--- src/rtl/imem_arbiter.sv ---
// imem_arbiter: shares one byte-wide instruction memory between a fetch
// read port and a loader write port. Each granted request moves one 32-bit
// word as four big-endian byte cycles, followed by an IDLE cycle that
// carries the valid/done pulse and may accept the next grant.
//
// Ports:
//   i_clk, i_rst                      clock, synchronous active-high reset
//   i_f_req/i_f_addr                  fetch request and byte address
//   o_f_gnt                           fetch accepted (combinational, IDLE only)
//   o_f_valid/o_f_rdata               read-complete pulse and held word
//   i_l_req/i_l_addr/i_l_wdata        loader write request, address, word
//   o_l_gnt                           loader accepted (combinational, IDLE only)
//   o_l_done                          write-complete pulse
//   o_mem_addr/o_mem_we/o_mem_wdata   byte memory address, write enable, data
//   i_mem_rdata                       byte read data, combinational from addr
//
// Parameters: AWIDTH memory byte-address width; DWIDTH memory width (8 only).
// Build option: IMEM_ARB_FETCH_PRIO_EN defined gives fetch fixed priority on
// simultaneous requests; undefined gives round-robin.
module imem_arbiter #(
  parameter int unsigned AWIDTH = 10,
  parameter int unsigned DWIDTH = 8
) (
  input  logic              i_clk,
  input  logic              i_rst,
  input  logic              i_f_req,
  input  logic [31:0]       i_f_addr,
  output logic              o_f_gnt,
  output logic              o_f_valid,
  output logic [31:0]       o_f_rdata,
  input  logic              i_l_req,
  input  logic [31:0]       i_l_addr,
  input  logic [31:0]       i_l_wdata,
  output logic              o_l_gnt,
  output logic              o_l_done,
  output logic [AWIDTH-1:0] o_mem_addr,
  output logic              o_mem_we,
  output logic [DWIDTH-1:0] o_mem_wdata,
  input  logic [DWIDTH-1:0] i_mem_rdata
);

  typedef enum logic [1:0] {IDLE, READ, WRITE} state_t;

  state_t            state;
  state_t            state_nxt;
  logic [1:0]        cnt;
  logic              last_byte;
  logic [AWIDTH-3:0] word_addr;
  logic [31:0]       wbuf;
  logic [23:0]       rbuf;
  logic              fetch_wins;

  // Word-aligned address only; low byte offset and high bits are dropped.
  logic unused_addr_bits;
  assign unused_addr_bits = ^{i_f_addr[31:AWIDTH], i_f_addr[1:0],
                              i_l_addr[31:AWIDTH], i_l_addr[1:0]};

  assign last_byte = (cnt == 2'd3);

`ifdef IMEM_ARB_FETCH_PRIO_EN
  assign fetch_wins = 1'b1;
`else
  // Round-robin pointer: set means fetch wins the next tie.
  logic rr_fetch;
  always_ff @(posedge i_clk) begin
    if (i_rst)        rr_fetch <= 1'b1;
    else if (o_f_gnt) rr_fetch <= 1'b0;
    else if (o_l_gnt) rr_fetch <= 1'b1;
  end
  assign fetch_wins = rr_fetch;
`endif

  // State register.
  always_ff @(posedge i_clk) begin
    if (i_rst) state <= IDLE;
    else       state <= state_nxt;
  end

  // Next state and grants.
  always_comb begin
    state_nxt = state;
    o_f_gnt   = 1'b0;
    o_l_gnt   = 1'b0;
    case (state)
      IDLE: begin
        if (i_f_req && (fetch_wins || !i_l_req)) begin
          o_f_gnt   = 1'b1;
          state_nxt = READ;
        end else if (i_l_req) begin
          o_l_gnt   = 1'b1;
          state_nxt = WRITE;
        end
      end
      READ, WRITE: begin
        if (last_byte) state_nxt = IDLE;
      end
      default: state_nxt = IDLE;
    endcase
  end

  // Byte counter, request capture, read assembly and completion pulses.
  always_ff @(posedge i_clk) begin
    if (i_rst) begin
      cnt       <= 2'd0;
      word_addr <= '0;
      wbuf      <= 32'd0;
      rbuf      <= 24'd0;
      o_f_rdata <= 32'd0;
      o_f_valid <= 1'b0;
      o_l_done  <= 1'b0;
    end else begin
      o_f_valid <= (state == READ) && last_byte;
      o_l_done  <= (state == WRITE) && last_byte;
      if (state == IDLE) begin
        cnt <= 2'd0;
        if (o_f_gnt) begin
          word_addr <= i_f_addr[AWIDTH-1:2];
        end else if (o_l_gnt) begin
          word_addr <= i_l_addr[AWIDTH-1:2];
          wbuf      <= i_l_wdata;
        end
      end else begin
        cnt <= cnt + 2'd1;
      end
      // Bytes arrive MSB first, so shifting left leaves byte 0 on top.
      if (state == READ) begin
        rbuf <= {rbuf[15:0], i_mem_rdata};
        if (last_byte) o_f_rdata <= {rbuf, i_mem_rdata};
      end
    end
  end

  assign o_mem_addr  = (state == IDLE) ? '0 : {word_addr, cnt};
  // Reset suppresses the write on the aborting edge itself.
  assign o_mem_we    = (state == WRITE) && !i_rst;
  // ~cnt is 3-cnt: counter 0 selects bits [31:24].
  assign o_mem_wdata = (state == WRITE) ? wbuf[{~cnt, 3'b000} +: 8] : '0;

endmodule
--- config.mk ---
export PLATFORM = sky130hd
export DESIGN_NAME = imem_arbiter
export DESIGN_NICKNAME = d
export VERILOG_FILES = /design/src/rtl/imem_arbiter.sv
export SDC_FILE = /design/constraint.sdc
export NUM_CORES = 1
export LEC_CHECK = 0
export BUFFER_PORTS_ARGS = -buffer_cell sky130_fd_sc_hd__buf_4
export CAP_MARGIN = 10
export CORE_UTILIZATION = 45
export DETAILED_ROUTE_END_ITERATION = 8
export PLACE_DENSITY_LB_ADDON = 0.1
export SETUP_SLACK_MARGIN = 0.3
export SYNTH_ARGS = -nofsm -noshare
export SYNTH_HDL_FRONTEND = slang
export SYNTH_SLANG_ARGS = --single-unit
export TNS_END_PERCENT = 10
--- constraint.sdc ---
create_clock -name i_clk -period 2.17 [get_ports i_clk]
set_clock_uncertainty 0.1 [all_clocks]
set_input_delay 0.5425 -clock i_clk [delete_from_list [all_inputs] [get_ports i_clk]]
set_output_delay 0.5425 -clock i_clk [all_outputs]
set_load 0.01 [all_outputs]
* Word-level counts from Yosys, hierarchy flattened
Cells that the tools add are included.
Widths: inputs -> output; s select.
** Storage, ports and cells
- Register bits :: 103
- Bits of input ports :: 108
- Output and inout port bits :: 55
- Logic and storage cells :: 48
** Cells by class
- Add/subtract/negate cells :: 1
- Equality and inequality tests :: 5
- Shift-type cells :: 1
- Mux-type cells :: 15
- Bitwise gates (word level) :: 2
- Reductions and logical operators :: 15
** Operators with widths (count)
- $shiftx 32x6->8 :: 1
- $mux 8 :: 3
- $mux 10 :: 1
- $mux 1 :: 7
- $mux 2 :: 3
- $reduce_and 2->1 :: 3
- $eq 2x2->1 const B :: 2
- $logic_and 1x1->1 :: 4
- $pmux 2 s2 :: 1
- $reduce_or 2->1 :: 2
- $ne 3x3->1 const B :: 1
- $reduce_and 3->1 :: 1
- $add 2x1->2 const B :: 1
- $eq 2x1->1 const B :: 1
- $logic_not 1->1 :: 2
- $logic_not 2->1 :: 1
- $ne 2x2->1 const B :: 1
- $not 2->2 :: 1
- $reduce_bool 2->1 :: 1
- $logic_or 1x1->1 :: 1
- $not 1->1 :: 1

* Longest topological paths before layout
Gate-level depths: netlist of the first run.
- Depth after elaboration :: 7
- Gate-level depth with buffers :: 8
- Mapped depth without buffers :: 5

* Worst setup path before layout of the first run
Ideal clock, no wire load.
- Path type :: input-to-output
- Start point :: input port i_f_req
- End point :: output port o_l_gnt
- Arrival time :: 1.234 ns
- Data required time :: 1.527 ns
- Path slack :: 0.293 ns
- Stages :: 5
- Buffers on the path :: 3
- Cell sequence :: buf_6 and2_0 buf_2 clkbuf_2 nor2_1
** On the way
- Longest elaborated chain between the ends :: 3
** RTL lines
- start, declared :: line 26 : input logic i_f_req,
- $logic_and 1x1->1 :: line 86 : if (i_f_req && (fetch_wins || !i_l_req)) begin
- $mux 1 :: line 86
- $mux 1 :: line 84 : case (state)
- end, declared :: line 34 : output logic o_l_gnt,
Every way passes these cells.

* Final worst setup path of the first run
- Start point :: register cnt[0]
- End point :: output port o_mem_wdata[5]
** On the way
- Longest elaborated chain between the ends :: 3
** RTL lines
- start, declared :: line 46 : logic [1:0] cnt;
- start signal, assigned :: line 123 : cnt <= cnt + 2'd1;
- $not 2->2 :: line 137 : assign o_mem_wdata = (state == WRITE) ? wbuf[{~cnt, 3'b000} +: 8] : '0;
- $shiftx 32x6->8 :: line 137
- $mux 8 :: line 137
- end, declared :: line 38 : output logic [DWIDTH-1:0] o_mem_wdata,
Every way passes these cells.

==> impl_metrics.tcl, run 1 <==
set metrics [dict create \
    grt_setup_unrepaired "yes" \
    hold_violations 0 \
    count_of_antenna_violating_nets_left_after_detailed_routing 0 \
    report.final.slew_viol_count 0 \
    power_density_nw_per_um2 782 \
    syn_area_um2 4230 \
    first_global_vias 3566 \
    area.growth.synth_to_final_pct 28.9 \
    layout_min_cycle_time_ps 2300 \
    grt_max_degree 58 \
    post_synth.cell_area_avg_um2 8.95 \
    die_h_um 98.9 \
    synth.cells.most_frequent "sky130_fd_sc_hd__dfxtp_1, sky130_fd_sc_hd__nand2_1, sky130_fd_sc_hd__a21oi_1" \
    crit_required_ps 1530 \
    mappedNetlistNets 584 \
    final_core_utilization_pct 61.2 \
    dr_total_vias 3660 \
    grt_util_all_layers_pct 21.6 \
    cap_violations 0 \
    path_cells "buf_12 > mux4_2 > and2_4 > buf_6" \
    async_flop_share_pct 0 \
    die-area_um2 9780 \
    outcome "finished, violations left" \
    setup_violations 8 \
    yosys.cell_count.top_type "sky130_fd_sc_hd__dfxtp_1" \
    min_path_cells 3 \
    actual_transition_at_the_worst_max_transition_pin_ps 583 \
    drt-wirelength-per-cell_um 14.8 \
    timing.critical_path.from_type "flop" \
    yosysTopAreaCell "sky130_fd_sc_hd__dfxtp_1" \
    global_route_wire_length_before_repair_um 16800 \
    drt_first_iter_violations 174 \
    worst_ir_drop_vdd_uv 378 \
    clock_tree.buffer_depth 2 \
    fin_ws_ps -127 \
    worstPathArrival_ps 1650 \
    cts_max_level 3 \
    post-place-cells 667 \
    synth.top_cell.area_share_pct 48.8 \
    worst_skew_pair.late_latency_ps 370 \
    synth_cells 472 \
    die_width_um 98.9 \
    route.detailed.vias_per_inst 5.34 \
    layout.nets 684 \
    postSynthRegisterBits 103 \
    sequential_share_of_the_synthesized_area_pct 48.8 \
    min-delay-path-class "input pin to flop" \
    drive_above_1_share_pct 30.8 \
    place.gp.congestion 0.806 \
    floorplan.initialDensity_pct 47.5 \
    globalRoute.totalOverflow 0 \
    critical-path-slowest-cell "sky130_fd_sc_hd__mux4_2" \
    critical_path.endpoint_type "output pin" \
    fin_crit_sh_pct 106 \
    synth_edf_count 0 \
    final.fill_count 840 \
    design.portCount 163 \
    clkTransAtPathRegs_ps 110 \
    dpl_cell_area_um2 5120 \
    finished_layout_cell_area_um2 5450 \
    max_freq_ghz 0.435 \
    standard_cell_rows 34 \
    final_cells 685 \
    cts_tree "built" \
    first_pass_detailed_route_iteration_total 5 \
    static-leakage-power_nw 2.11 \
    yosys_warnings 0 \
    violations "setup timing" \
    criticalPathCategory "flop to output pin" \
    place_hpwl_um 6770 \
    grt_antenna_before_repair 0 \
    numCtsBuffers 9 \
    critical-path-max-stage-delay_ps 500 \
    depth_of_the_most_critical_reg_to_reg_path 6 \
    synthDistinctLibCells 31 \
    cts.hold.buffers_added 0 \
    core_area_um2 8890 \
    synth.area.top_cells "sky130_fd_sc_hd__dfxtp_1, sky130_fd_sc_hd__a21oi_1, sky130_fd_sc_hd__nand2_1" \
    drt_wl_total_um 10200 \
    maxSlewHeadroom_pct 61.0 \
    antenna-diode-count 0 \
    clock_root_buffer "sky130_fd_sc_hd__clkbuf_8" \
    numClockSinks 103 \
    synth-main-ff-cell "sky130_fd_sc_hd__dfxtp_1" \
    setup_total_negative_slack_ps -829 \
    drc_errors 0 \
    port_buffers 114 \
    worstPathMaxFanout 8 \
]
-- area by class of cell --
class	count	area, µm²	share of cell area, %
sequential	103	2070	37.9
multi-input combinational	324	2000	36.8
tap	108	135	2.48
clock inverter	5	40.0	0.735
clock buffer	11	141	2.60
timing repair buffer	131	1050	19.3
inverter	3	11.3	0.207
-- final timing paths --
path / startpoint / to / slack, ps
worst max-delay path: cnt[0]$_SDFF_PP0_ / o_mem_wdata[5] / -130
worst min-delay path: i_l_wdata[10] / wbuf[10]$_SDFFE_PP0P_ / 320
worst max register to register: state[1]$_SDFFE_PP0P_ / word_addr[0]$_SDFFE_PP0P_ / 450
worst min register to register: o_f_rdata[5]$_SDFFE_PP0P_ / o_f_rdata[5]$_SDFFE_PP0P_ / 360
-- timing repair --
item | 4_1_cts | 5_1_grt
buffers inserted | 2 | 0
pin swaps | 3 | 0
endpoints found under the hold margin | 0 | 0
resized for setup | 32 | 7
setup endpoints to repair | 21 | 21
-- through the flow --
stage          power [mW]  setup WS [ps]  hold WS [ps]
2_1_floorplan        2.76            332           331
3_3_place_gp         3.04            198           338
3_5_place_dp         3.06            188           346
4_1_cts              4.27           -134           309
5_1_grt              4.48           -170           310
6_report             4.26           -127           316
-- critical path, delay by kind of cell, from the launching register on --
kind	cells	cell delay, ps
mux	1	500
buf+inv	2	250
flops	1	360
simple gates	1	180
-- power breakdown --
part | internal [mW] | leakage, nW | switching (mW)
Combinational | 0.487 | 1.19 | 0.534
Sequential | 2.02 | 0.837 | 0.0782
Clock | 0.458 | 0.0826 | 0.677
-- cells in the final DEF, fill, tap and decap left out, types with 3 or more instances in the layout --
master	n
sky130_fd_sc_hd__dfxtp_1	100
sky130_fd_sc_hd__clkbuf_8	10
sky130_fd_sc_hd__o21ai_0	35
sky130_fd_sc_hd__buf_6	11
sky130_fd_sc_hd__and2_4	8
sky130_fd_sc_hd__nand3_1	32
sky130_fd_sc_hd__mux4_2	8
sky130_fd_sc_hd__a21oi_1	66
sky130_fd_sc_hd__a32o_1	8
sky130_fd_sc_hd__mux2i_1	24
sky130_fd_sc_hd__nor2b_1	9
sky130_fd_sc_hd__nand2_1	67
sky130_fd_sc_hd__nor2_1	26
sky130_fd_sc_hd__o21bai_1	8
sky130_fd_sc_hd__clkinvlp_4	3
sky130_fd_sc_hd__nor2b_4	4
sky130_fd_sc_hd__dfxtp_2	3
sky130_fd_sc_hd__buf_4	118
sky130_fd_sc_hd__or3_1	8
-- sequential cells by signal (all words and copies together) (netlist names) --
register and count:
o_f_rdata 32, wbuf 32, rbuf 24, word_addr 8, cnt 2, state 2, fetch_wins 1, o_f_valid 1
o_l_done 1
-- layer usage --
layer	vias to the layer above	GRT usage [%]	wire, µm
met4	0	8.61	208
met3	17	3.69	418
met1	1718	27.3	4540
met2	106	36.7	4990
li1	1819	-	-
met5	-	0	0
-- logic make-up after synthesis --
| kind of cell | count (synthesis) | synth area share, % |
|---|---|---|
| AOI/OAI and AO/OA | 120 | 16.1 |
| buffers and inverters | 45 | 5.48 |
| DFF | 103 | 48.8 |
| and+or+nand+nor | 168 | 18.5 |
| adders and majority gates | 4 | 1.18 |
| muxes | 32 | 9.95 |
No activity file was read; power rests on OpenSTA's default activity.
==> run 2: changes to the inputs <==
--- a/config.mk
+++ b/config.mk
@@ -7,6 +7,7 @@
 export LEC_CHECK = 0
 export BUFFER_PORTS_ARGS = -buffer_cell sky130_fd_sc_hd__buf_4
 export CAP_MARGIN = 10
+export CORE_ASPECT_RATIO = 0.9
 export CORE_UTILIZATION = 45
 export DETAILED_ROUTE_END_ITERATION = 8
 export PLACE_DENSITY_LB_ADDON = 0.1
@@ -14,4 +15,4 @@
 export SYNTH_ARGS = -nofsm -noshare
 export SYNTH_HDL_FRONTEND = slang
 export SYNTH_SLANG_ARGS = --single-unit
-export TNS_END_PERCENT = 10
+export TNS_END_PERCENT = 50
==> run 2 against run 1 <==
  * The flow still finishes with violations (setup timing)
  * Die area barely moved
  * Total power up 2.8%
  * First-iteration DRC count fell by 22%
  * Clock-buffer cell count down 1
  * Non-clock buffer count is 9 higher
  * Critical path depth is the same
  * Highest routed layer unchanged
  * Core utilization up 0.38 points
  * Critical path type unchanged
==> impl_metrics.tcl, run 2 (synthesis gave the netlist of run 1 again) <==
set metrics [dict create \
    place_hpwl_um 6660 \
    place.gp.congestion 0.734 \
    design.portCount 163 \
    p_seq_share_pct 48.2 \
    first_global_vias 3410 \
    cts_tree "built" \
    die-area_um2 9780 \
    numClockSinks 103 \
    layout.nets 693 \
    grt_util_all_layers_pct 21.6 \
    timing.critical_path.from_type "flop" \
    area.growth.synth_to_final_pct 33.1 \
    top_regs "o_f_rdata: 32 flops, wbuf: 32 flops, rbuf: 24 flops" \
    grt_max_degree 48 \
    violations "setup timing" \
    layout_min_cycle_time_ps 2250 \
    drc_errors 0 \
    p_sw_mw 1.33 \
    power.combinational.fraction_pct 26.4 \
    clock_tree.buffer_depth 2 \
    clkTransAtPathRegs_ps 100 \
    global_route_wire_length_before_repair_um 16800 \
    worst_skew_pair.late_latency_ps 360 \
    min-delay-path-class "input pin to flop" \
    port_buffers 114 \
    grt_setup_unrepaired "yes" \
    cts.hold.buffers_added 0 \
    drt-wirelength-per-cell_um 14.8 \
    first_pass_detailed_route_iteration_total 4 \
    drt_wl_total_um 10400 \
    die_width_um 104 \
    cts_max_level 3 \
    setup_violations 7 \
    layout_common_cells "sky130_fd_sc_hd__buf_4, sky130_fd_sc_hd__dfxtp_1, sky130_fd_sc_hd__nand2_1, sky130_fd_sc_hd__a21oi_1, sky130_fd_sc_hd__o21ai_0" \
    fin_crit_sh_pct 104 \
    cap_violations 0 \
    antenna-diode-count 0 \
    floorplan.initialDensity_pct 46.3 \
    final_core_utilization_pct 61.6 \
    worstPathMaxFanout 8 \
    grt_antenna_before_repair 0 \
    power_density_nw_per_um2 779 \
    final_cells 707 \
    max_freq_ghz 0.444 \
    hold_violations 0 \
    outcome "finished, violations left" \
    clock_root_buffer "sky130_fd_sc_hd__clkbuf_8" \
    critical_path.endpoint_type "output pin" \
    total_power_mw 4.38 \
    post-place-cells 681 \
    globalRoute.totalOverflow 0 \
    clkPwrFrac_pct 25.4 \
    layout_commonest_cell "sky130_fd_sc_hd__buf_4" \
    drt_first_iter_violations 135 \
    count_of_antenna_violating_nets_left_after_detailed_routing 0 \
    swShare_pct 30.5 \
    route.detailed.vias_per_inst 5.27 \
    standard_cell_rows 33 \
    dr_total_vias 3725 \
    core_area_um2 9130 \
    static-leakage-power_nw 2.18 \
    fin_ws_ps -81.5 \
    p_int_mw 3.04 \
    criticalPathCategory "flop to output pin" \
    worst_ir_drop_vdd_uv 429 \
    numCtsBuffers 9 \
    report.final.slew_viol_count 0 \
    die_h_um 93.9 \
    drive_above_1_share_pct 32.8 \
    crit_required_ps 1530 \
    maxSlewHeadroom_pct 60.7 \
    worstPathArrival_ps 1610 \
    actual_transition_at_the_worst_max_transition_pin_ps 588 \
]
run 2: cell count changes in the layout (fill, tap and decap cells not counted), moves of 2 or more:
cell | previous run | this run
sky130_fd_sc_hd__nor2b_4 | 4 | 7
sky130_fd_sc_hd__buf_6 | 11 | 17
sky130_fd_sc_hd__inv_2 | 2 | 0
sky130_fd_sc_hd__nor2b_1 | 9 | 6
sky130_fd_sc_hd__inv_4 | 0 | 2
sky130_fd_sc_hd__dfxtp_4 | 0 | 3
sky130_fd_sc_hd__dfxtp_2 | 3 | 1
run 2: layout make-up:
class / count / area, µm²
clock buffer: 10 / 138
clock inverter: 5 / 41.3
fill: 834 / 3500
inverter: 3 / 16.3
multi-input combinational: 324 / 2060
sequential: 103 / 2070
tap: 122 / 153
timing repair buffer: 140 / 1140
run 2: per-layer routing:
layer | track usage, % | wire length (µm)
met1 | 29.3 | 5010
met2 | 33.9 | 4750
met3 | 5.06 | 554
met4 | 6.90 | 122
met5 | 0 | 0
run 2: timing repair:
item,in CTS,in global routing
endpoints found under the setup margin,21,21
pin swaps,13,4
resized for setup,49,15
setup buffers,7,2
gates cloned,2,0
run 2: through the flow:
stage                     setup slack (ps)  instance area, µm²  setup TNS [ps]  hold slack, ps
after floorplan                        332                4230               0             331
after global placement                 154                5140               0             340
after global routing                  -141                5620            -917             310
after CTS                             -113                5550            -724             303
after detailed placement               151                5140               0             348
final                                -81.5                5620            -533             319
run 2: critical path, stage by stage, from the launching register on:
cell,delay [ps]
sky130_fd_sc_hd__dfxtp_4,370
sky130_fd_sc_hd__buf_12,130
sky130_fd_sc_hd__mux4_2,490
sky130_fd_sc_hd__and2_4,150
sky130_fd_sc_hd__buf_6,110
run 2: final timing paths:
check                              from                          to  slack, ps  depth (start not counted)
min                      i_mem_rdata[3]        rbuf[3]$_SDFFE_PP0P_        320                          3
max                   cnt[0]$_SDFF_PP0_              o_mem_wdata[0]        -80                          4
min reg2reg  o_f_rdata[27]$_SDFFE_PP0P_  o_f_rdata[27]$_SDFFE_PP0P_        360                          2
max reg2reg           cnt[1]$_SDFF_PP0_   o_f_rdata[7]$_SDFFE_PP0P_        470                          7
run 2: power by group through the flow:
stage,sequential (mW),combinational (mW),clock (mW)
CTS,2.11,1.09,1.15
floorplan,2.11,0.646,0
finish,2.11,1.16,1.11
global route,2.13,1.25,1.22
detailed placement,2.14,0.918,0
global placement,2.14,0.897,0
